<file path="config.mk">
export PLATFORM = sky130hd
export DESIGN_NAME = ahb_resp_mux
export DESIGN_NICKNAME = d
export VERILOG_FILES = /design/src/rtl/ahb_resp_mux.sv
export SDC_FILE = /design/constraint.sdc
export NUM_CORES = 1
export LEC_CHECK = 0
export BUFFER_PORTS_ARGS = -buffer_cell sky130_fd_sc_hd__buf_2
export CORE_AREA = 2 2 415 417
export DETAILED_ROUTE_END_ITERATION = 6
export DIE_AREA = 0 0 417 419
export GPL_ROUTABILITY_DRIVEN = 0
export PLACE_DENSITY = 0.3
export SLEW_MARGIN = 10
export SYNTH_ARGS = -nofsm -noshare
export SYNTH_HDL_FRONTEND = slang
export SYNTH_SLANG_ARGS = --single-unit
</file>
<file path="constraint.sdc">
create_clock -name HCLK -period 2.35 [get_ports HCLK]
set_input_delay 0.1175 -clock HCLK [delete_from_list [all_inputs] [get_ports HCLK]]
set_output_delay 0.1175 -clock HCLK [all_outputs]
set_load 0.1 [all_outputs]
</file>
<file path="src/rtl/ahb_resp_mux.sv">
// rtl/ahb_resp_mux.sv - AHB-Lite response mux with default slave and error capture
module ahb_resp_mux #(
    parameter int XLEN        = 64,
    parameter int PA_BITS     = 56,
    parameter int NREGIONS    = 13,
    parameter int ERRCNT_BITS = 8
) (
    input  logic                     HCLK,
    input  logic                     HRESETn,
    input  logic [NREGIONS-1:0]      HSELRegions,
    input  logic [PA_BITS-1:0]       HADDR,
    input  logic [1:0]               HTRANS,
    input  logic                     HREADY,
    input  logic [NREGIONS*XLEN-1:0] HRDATAPer,
    input  logic [NREGIONS-1:0]      HREADYOUTPer,
    input  logic [NREGIONS-1:0]      HRESPPer,
    output logic [XLEN-1:0]          HRDATA,
    output logic                     HREADYOUT,
    output logic                     HRESP,
    output logic [ERRCNT_BITS-1:0]   ErrCount,
    output logic [PA_BITS-1:0]       ErrAddr
);

    typedef enum logic [1:0] {
        ST_IDLE = 2'd0,
        ST_ERR1 = 2'd1,
        ST_ERR2 = 2'd2
    } state_t;

    state_t               state;
    state_t               state_nxt;
    logic [NREGIONS-1:0]  sel_d;
    logic [NREGIONS-2:0]  sel_hi;
    logic                 sel_onehot;
    logic                 accept;
    logic                 err_accept;
    logic                 err_enter;
    logic                 unused_htrans0;

    // Only HTRANS[1] distinguishes active (NONSEQ/SEQ) from IDLE/BUSY.
    assign unused_htrans0 = HTRANS[0];

    // A good select has exactly one mapped region and the unmapped bit clear.
    assign sel_hi     = HSELRegions[NREGIONS-1:1];
    assign sel_onehot = ~HSELRegions[0] && (sel_hi != '0) &&
                        ((sel_hi & (sel_hi - 1'b1)) == '0);
    assign accept     = HREADY & HTRANS[1];
    assign err_accept = accept & ~sel_onehot;
    // ERR1 always proceeds to ERR2, so a new error can only start from IDLE or ERR2.
    assign err_enter  = err_accept && (state != ST_ERR1);

    // Data-phase select register, advanced only when the bus moves forward.
    always_ff @(posedge HCLK or negedge HRESETn) begin
        if (!HRESETn) begin
            sel_d <= '0;
        end else if (HREADY) begin
            sel_d <= (accept && sel_onehot) ? HSELRegions : '0;
        end
    end

    // Default-slave state register.
    always_ff @(posedge HCLK or negedge HRESETn) begin
        if (!HRESETn) begin
            state <= ST_IDLE;
        end else begin
            state <= state_nxt;
        end
    end

    // Default-slave next state: two-cycle error, new accepts evaluated in ERR2.
    always_comb begin
        state_nxt = state;
        case (state)
            ST_IDLE, ST_ERR2: begin
                if (HREADY) begin
                    state_nxt = err_accept ? ST_ERR1 : ST_IDLE;
                end
            end
            ST_ERR1: state_nxt = ST_ERR2;
            default: state_nxt = ST_IDLE;
        endcase
    end

    // Response steering: default slave overrides, else the selected region passes through.
    always_comb begin
        HREADYOUT = 1'b1;
        HRESP     = 1'b0;
        HRDATA    = '0;
        case (state)
            ST_ERR1: begin
                HREADYOUT = 1'b0;
                HRESP     = 1'b1;
            end
            ST_ERR2: begin
                HRESP     = 1'b1;
            end
            default: begin
                for (int i = 0; i < NREGIONS; i++) begin
                    if (sel_d[i]) begin
                        HRDATA    = HRDATAPer[i*XLEN +: XLEN];
                        HREADYOUT = HREADYOUTPer[i];
                        HRESP     = HRESPPer[i];
                    end
                end
            end
        endcase
    end

    // Debug capture: faulting address and saturating count of default-slave errors.
    always_ff @(posedge HCLK or negedge HRESETn) begin
        if (!HRESETn) begin
            ErrCount <= '0;
            ErrAddr  <= '0;
        end else if (err_enter) begin
            ErrAddr <= HADDR;
            if (ErrCount != '1) begin
                ErrCount <= ErrCount + 1'b1;
            end
        end
    end

endmodule
</file>
Word level (Yosys, flattened, before mapping)
Cells that the tools add are included.
W data, S select, Z words.
- add/sub/neg operators: 2
- equal/unequal tests: 5
- muxes and demuxes: 46
- bitwise gates (word level): 5
- reduce and logical (&&, ||, !) cells: 10
- operators by type and width (operator ; number):
    $mux W64 ; 14
    $mux W1 ; 28
    $mux W13 ; 1
    $and A12 B12 Y12 ; 1
    $logic_not A12 Y1 ; 1
    $reduce_bool A12 Y1 ; 1
    $sub A12 B1 Y12 const B ; 1
    $add A8 B1 Y8 const B ; 1
    $ne A8 B8 Y1 const B ; 1
    $logic_and A1 B1 Y1 ; 4
    $pmux W2 S2 ; 1
    $reduce_or A2 Y1 ; 2
    $and A1 B1 Y1 ; 2
    $eq A2 B1 Y1 const B ; 1
    $eq A2 B2 Y1 const B ; 1
    $logic_not A2 Y1 ; 1
    $mux W2 ; 1
    $ne A2 B1 Y1 const B ; 1
    $ne A2 B2 Y1 const B ; 1
    $not A1 Y1 ; 2
    $pmux W1 S2 ; 1
    $reduce_and A2 Y1 ; 1
- bits in registers: 79
- input bits: 932
- output and inout bits: 130
- word-level logic and storage cells: 72

Depth between registers and ports, before layout
Gate-level depths: netlist of the first run.
- depth in word-level cells: 14
- depth in mapped cells: 9
- gate-level depth less buffers: 6

Worst setup path before layout of the first run
Ideal clock, no wire load.
- path kind: register to output
- from: reg sel_d[9]
- to: out HRDATA[10]
- arrival time: 3.864 ns
- required time: 2.233 ns
- path slack: -1.632 ns
- cell stages (with the launch flop): 8
- buffers on the path: 3
- cell sequence: dfrtp_1 -> clkbuf_1 -> or3_1 -> clkbuf_1 -> nor3_2 -> clkbuf_1 -> a311oi_1 -> nor3_1
- word-level cells in the longest chain between the ends: 5
- RTL lines (item ; RTL line ; RTL):
    from (decl) ; 32 ; logic [NREGIONS-1:0] sel_d;
    from (signal assigned) ; 57 ; sel_d <= (accept && sel_onehot) ? HSELRegions : '0;
    $mux W64 (4 in a row) ; 99 ; if (sel_d[i]) begin
    $mux W64 ; 89 ; case (state)
    to (decl) ; 17 ; output logic [XLEN-1:0] HRDATA,
No other way between the ends.

Worst setup path after layout of the first run
- from: reg sel_d[11]
- to: out HRDATA[3]
- word-level cells in the longest chain between the ends: 3
- RTL lines (item ; RTL line):
    $mux W64 (2 in a row) ; 99
    $mux W64 ; 89
No other way between the ends.

==> results of run 1 <==
## layer usage
metal	up-vias	track usage	routed length, µm
met2	845	0.254	67100
met5	-	0	286
li1	7892	-	-
met3	190	0.0300	8420
met1	8526	0.171	53300
met4	44	0.0125	1440
## synth_stat cells, drive strengths merged, types with 2 or more instances
master and instances:
nand4 4, nor4 3, nand3 2, o21ai 137
a21oi 17, nor2b 136, nand3b 4, a222oi 63
and3 3, nor3 70, clkbuf 145, a22oi 65
ha 6, o22ai 65, a221oi 67, inv 13
o31ai 3, xnor2 2, dfrtp 79, nand2 140
a22o 12, a211oi 4, mux2 59, a311oi 64
and2b 2, nor2 9, buf 18, o311ai 64
nor3b 3
## stage by stage
stage | std cells | setup slack [ns]
after global routing | 4869 | -0.897
final | 4876 | -0.878
after detailed placement | 4703 | -1.04
after floorplan | 1273 | -1.29
after global placement | 4702 | -1.04
after CTS | 4834 | -0.868
## final timing paths
| kind | from | end | slack [ns] | cells after the start |
|---|---|---|---|---|
| min in group asynchronous | HRESETn | ErrAddr[46]$_DFFE_PN0P_ | 0.29 | 2 |
| max reg2reg | state[1]$_DFFE_PN0P_ | ErrAddr[45]$_DFFE_PN0P_ | 0.40 | 7 |
| min reg2reg | ErrAddr[46]$_DFFE_PN0P_ | ErrAddr[46]$_DFFE_PN0P_ | 0.49 | 1 |
| min | HSELRegions[8] | sel_d[8]$_DFFE_PN0P_ | 0.04 | 2 |
| max | sel_d[11]$_DFFE_PN0P_ | HRDATA[3] | -0.88 | 9 |
| max in group asynchronous | HRESETn | ErrAddr[6]$_DFFE_PN0P_ | 1.39 | 3 |
## cell type report
cell class | count | area, µm²
Timing Repair Buffer | 1506 | 11200
Inverter | 13 | 51.3
Sequential cell | 79 | 2000
Clock buffer | 10 | 229
Fill cell | 19452 | 145000
Clock inverter | 6 | 52.6
Tap cell | 2233 | 2790
Multi-Input combinational cell | 1018 | 9390
Antenna cell | 11 | 27.5
## registers in the layout (all words and copies together) (netlist names)
signal	cells
state	2
ErrCount	8
sel_d	13
ErrAddr	56
## cells by family after synthesis
family,synth area share
buffers and inverters,0.0725
XOR/XNOR,0.00270
AO/OA/AOI/OAI,0.440
adder cells (fa/ha/maj),0.00770
flip-flops,0.203
AND/OR/NAND/NOR,0.201
multiplexers,0.0728
## power by group through the flow
stage	Combinational, mW	Clock (mW)	Sequential (mW)
after floorplan	1.71	0	5.25
after global placement	7.26	0	2.08
after detailed placement	7.26	0	2.10
after CTS	7.38	1.51	2.08
after global routing	7.59	1.58	2.14
final	7.31	1.44	2.08
## cells in the final DEF (no fill, tap or decap), types with 63 or more instances in the layout
cell type and count:
buf_2 992, buf_4 248, nand2_1 139, nor2b_1 132
buf_12 130, o21ai_0 74, dfrtp_1 71, nor3_4 64
o22ai_1 64, a22oi_1 63, a222oi_1 63
## repair_timing
action,4_1_cts,5_1_grt
pin swaps,124,100
setup buffers,61,47
hold buffers,59,0
endpoints found under the hold margin,93,0
gates resized for setup,290,146
endpoints found under the setup margin,66,114
gates cloned,6,7
## worst max-delay path: stages, from the launching register on
cell and delay [ns]:
dfrtp_4 0.54, buf_12 0.16, buf_16 0.13, buf_8 0.12
a222oi_1 0.68, o21ai_1 0.26, a311oi_4 0.39, buf_4 0.21
nor3_4 0.06, buf_12 0.18
==> impl_metrics.tcl, run 1 <==
set metrics [dict create \
    cts_tree "yes" \
    grt_pass1_wl_um 163000 \
    grt_max_degree 65 \
    placed_cell_area_mm2 0.0218 \
    die_h_um 419 \
    irDropWorstVdd_mv 0.468 \
    dieArea_mm2 0.175 \
    setup_slack_ns -0.878 \
    drive_gt1_frac 0.663 \
    critPathLaunchType "flop" \
    synth_top_cell_area_share 0.203 \
    via_count 17497 \
    synth_seq_cells 79 \
    status "finished, violations left" \
    cts.sink_count 79 \
    fin_crit_sh 1.37 \
    post-route-util 0.151 \
    drcViolationCount 0 \
    setup.worst_path.class "flop to output port" \
    drtPass1Iterations 6 \
    io_buffer_count 1060 \
    finalWirelength_um 131000 \
    ant_nets 0 \
    synth_area_leaders "dfrtp_1, nor2b_1, o21ai_0" \
    combinationalPowerShare 0.676 \
    cp.arrival_ns 3.11 \
    finalCriticalPeriod_ns 3.23 \
    slew_headroom 0.474 \
    grtUsageTotal 0.139 \
    pwr-share-seq 0.192 \
    fmax_ghz 0.310 \
    placement_rows 152 \
    hold_violations 0 \
    rsz0062_at_grt "yes" \
    hold_slack_ns 0.0363 \
    avgRoutedWirePerCell_um 26.8 \
    drt_iter0_drc 1532 \
    num_io_pins 1062 \
    clk_latency_ns 0.37 \
    switching_share 0.598 \
    cts_max_path_buffers 2 \
    switchingPower_mw 6.47 \
    ys.flop_type "dfrtp_1" \
    intPower_mw 4.35 \
    p_leak_nw 10.4 \
    pwr_density_cell_mw_per_mm2 421 \
    violations "negative setup slack" \
    die_x_um 417 \
    ys_seq_area_frac 0.203 \
    syn_area_mm2 0.00974 \
    clockPowerShare 0.133 \
    yosys_warnings 0 \
    core_mm2 0.171 \
    max_cap_violations 0 \
    clkTransAtPathRegs_ns 0.08 \
    fin_skew_ns 0.0139 \
    synth_edf_count 0 \
    design_area_mm2 0.0257 \
    cp.required_ns 2.23 \
    hpwl_um 111000 \
    cts_buffers 9 \
    power.total_mw 10.8 \
    synth_area_per_cell_um2 7.65 \
    syn2layout_area_growth_pct 164 \
    yosysUniqueCellTypes 55 \
    crit_path_end_kind "output port" \
    setup_viol_count_final 66 \
    syn-instance-count 1273 \
    first_global_vias 17236 \
    slew_violations 0 \
    start_util 0.0571 \
    tns_ns -33.24 \
    clockRootBuffer "clkbuf_16" \
    async_reset_ff_frac 1.00 \
    hold_path.class "primary input to flop" \
    syn_nets 2211 \
    vias_per_cell 3.59 \
    path_max_fanout 6 \
    h-tree-depth 3 \
    tightest_slew_ns 0.789 \
    yosysTopAreaCell "dfrtp_1" \
    grt-ovfl-total 0 \
    antenna_found_initial 94 \
    final_nets 3565 \
]
No activity file was read; power rests on OpenSTA's default activity.
==> inputs of run 2 (changes only) <==
CORE_AREA = 10 10 411 413   (was 2 2 415 417)
DIE_AREA = 0 0 421 423   (was 0 0 417 419)
RECOVER_POWER = 50   (was not set)
==> run 2 against run 1 <==
The flow finishes with violations (design-rule violations, negative setup slack). Sequential share of layout area decreased by 0.20 points. Largest cell class unchanged. Combinational power about the same. Clock power increased by 5%.
==> impl_metrics.tcl, run 2 (synthesis results as in run 1) <==
set metrics [dict create \
    status "finished, violations left" \
    violations "design-rule violations, negative setup slack" \
    cts_tree "yes" \
    setup_slack_ns -0.597 \
    combinationalPowerShare 0.672 \
    grtUsageTotal 0.145 \
    placed_cells 4613 \
    p_leak_nw 10.6 \
    rr_worst_depth 6 \
    slew_headroom 0.167 \
    ant_nets 0 \
    max_cap_violations 0 \
    avgRoutedWirePerCell_um 28.8 \
    core_mm2 0.160 \
    die_h_um 423 \
    path_max_fanout 24 \
    reg.largest.list "ErrAddr (56), sel_d (13), ErrCount (8)" \
    cp.arrival_ns 2.83 \
    path_common_cell "buf_12" \
    cts_buffers 9 \
    crit_buf_inv 2 \
    drt_iter0_drc 1466 \
    crit_end "HRDATA[46]" \
    cp_num_cells 6 \
    final_common_cell "buf_2" \
    irDropWorstVdd_mv 0.616 \
    clockRootBuffer "clkbuf_16" \
    hold_path.class "primary input to flop" \
    switching_share 0.596 \
    critPathLaunch "sel_d[11]$_DFFE_PN0P_" \
    via_count 17610 \
    layout_common_cells "buf_2, buf_4, nand2_1" \
    final_cells 4787 \
    r2r_start "state[1]$_DFFE_PN0P_" \
    start_util 0.0608 \
    hold_violations 0 \
    finalCriticalPeriod_ns 2.95 \
    grt_pass1_wl_um 178000 \
    first_global_vias 18420 \
    antenna_found_initial 81 \
    crit_chain "buf_12, a222oi_1, o21ai_1, a311oi_4, nor3_4, buf_12" \
    largest_reg_flops 56 \
    cts_max_path_buffers 2 \
    drtPass1Iterations 7 \
    setup.worst_path.class "flop to output port" \
    cts.sink_count 79 \
    syn2layout_area_growth_pct 171 \
    crit_path_end_kind "output port" \
    intPower_mw 4.42 \
    grt_max_degree 62 \
    fin_crit_sh 1.25 \
    clockPowerShare 0.138 \
    fmax_ghz 0.339 \
    cp.required_ns 2.23 \
    finalWirelength_um 138000 \
    hpwl_um 117000 \
    crit_family "compound AO/OA/AOI/OAI gates" \
    io_buffer_count 1060 \
    critPathLaunchType "flop" \
    pwr-share-seq 0.190 \
    dieArea_mm2 0.178 \
    drcViolationCount 14 \
    placement_rows 147 \
    num_io_pins 1062 \
    clkTransAtPathRegs_ns 0.07 \
    die_x_um 421 \
    fin_skew_ns 0.00687 \
    tns_ns -28.68 \
    vias_per_cell 3.68 \
    regMostFlops "ErrAddr" \
    pwr_density_cell_mw_per_mm2 414 \
    switchingPower_mw 6.51 \
    h-tree-depth 3 \
    drive_gt1_frac 0.677 \
    tightest_slew_ns 1.25 \
    r2r-end "ErrAddr[25]$_DFFE_PN0P_" \
    setup_viol_count_final 66 \
    clk_latency_ns 0.37 \
    reg2reg_slack_ns 0.49 \
    cpPeakStageDelay_ns 0.77 \
    grt-ovfl-total 0 \
    crit_slowest_cell "a222oi_1" \
    rsz0062_at_grt "yes" \
    slew_violations 0 \
    final_nets 3553 \
]
## run 2: changes by cell type in the layout (fill, tap and decap cells not counted), sizes merged
cell / before / now
buf: 1440 / 1399
clkbuf: 17 / 46
diode: 11 / 8
clkinv: 1 / 3
dlygate4sd3: 59 / 57
inv: 16 / 14
bufbuf: 0 / 1
bufinv: 0 / 1
clkinvlp: 2 / 1
## run 2: metrics by stage
| step | utilization | power, mW | hold slack [ns] | instance area, µm² | worst slack [ns] |
|---|---|---|---|---|---|
| 2_1_floorplan | - | 6.95 | -0.178 | 10600 | -1.29 |
| 3_3_place_gp | 0.135 | 9.50 | 0.106 | 21600 | -1.02 |
| 3_5_place_dp | 0.135 | 9.49 | 0.110 | 21600 | -0.854 |
| 4_1_cts | 0.159 | 11.2 | 0.0221 | 25400 | -0.636 |
| 5_1_grt | 0.165 | 11.4 | 0.0377 | 26400 | -0.655 |
| 6_report | 0.165 | 10.9 | 0.0404 | 26400 | -0.597 |
## run 2: power by group through the flow
stage | logic, mW | clock network [mW] | registers (mW)
2_1_floorplan | 1.71 | 0 | 5.25
3_5_place_dp | 7.40 | 0 | 2.09
6_report | 7.34 | 1.51 | 2.08
3_3_place_gp | 7.42 | 0 | 2.08
5_1_grt | 7.63 | 1.65 | 2.15
4_1_cts | 7.53 | 1.59 | 2.07
## run 2: metal layers
| metal | vias to the layer above | part of all wire | wire length [µm] | track usage |
|---|---|---|---|---|
| met5 | - | 0.0022 | 306 | 0 |
| met3 | 144 | 0.067 | 9200 | 0.0343 |
| met4 | 50 | 0.011 | 1490 | 0.0108 |
| li1 | 7863 | - | - | - |
| met2 | 831 | 0.51 | 71100 | 0.267 |
| met1 | 8722 | 0.41 | 56000 | 0.175 |
## run 2: worst min path at each step
stage                    start                     end  slack [ns]  cells past startpoint
6_report        HSELRegions[6]    sel_d[6]$_DFFE_PN0P_        0.04                      2
5_1_grt         HSELRegions[6]    sel_d[6]$_DFFE_PN0P_        0.04                      2
4_1_cts        HSELRegions[12]   sel_d[12]$_DFFE_PN0P_        0.02                      2
3_5_place_dp           HRESETn  ErrAddr[9]$_DFFE_PN0P_        0.11                      1
3_3_place_gp           HRESETn  ErrAddr[9]$_DFFE_PN0P_        0.11                      1
2_1_floorplan          HRESETn  ErrAddr[0]$_DFFE_PN0P_       -0.18                      0
## run 2: area by class of cell
class / instances / area, µm²
diodes: 8 / 20.0
clock buffers: 9 / 225
clock inverters: 6 / 71.3
fillers: 18252 / 134000
inverters: 13 / 53.8
multi-input cells: 1018 / 10200
flip-flops and latches: 79 / 2010
well taps: 2160 / 2700
repair buffers: 1494 / 11200
## run 2: timing repair
item,in CTS,in global routing
gates cloned,7,4
endpoints found under the hold margin,87,0
gates resized for setup,484,144
pin swaps,118,110
hold buffers,57,0
setup buffers,69,50
setup endpoints to repair,66,66
## run 2: worst register-to-register path: cells and delay by family, from the launching register on
kind,cells,cell delay (ns)
AO/OA/AOI/OAI,1,0.25
adder cells (fa/ha/maj),1,0.24
buffers and inverters,3,0.53
flip-flops,1,0.38
multiplexers,1,0.34
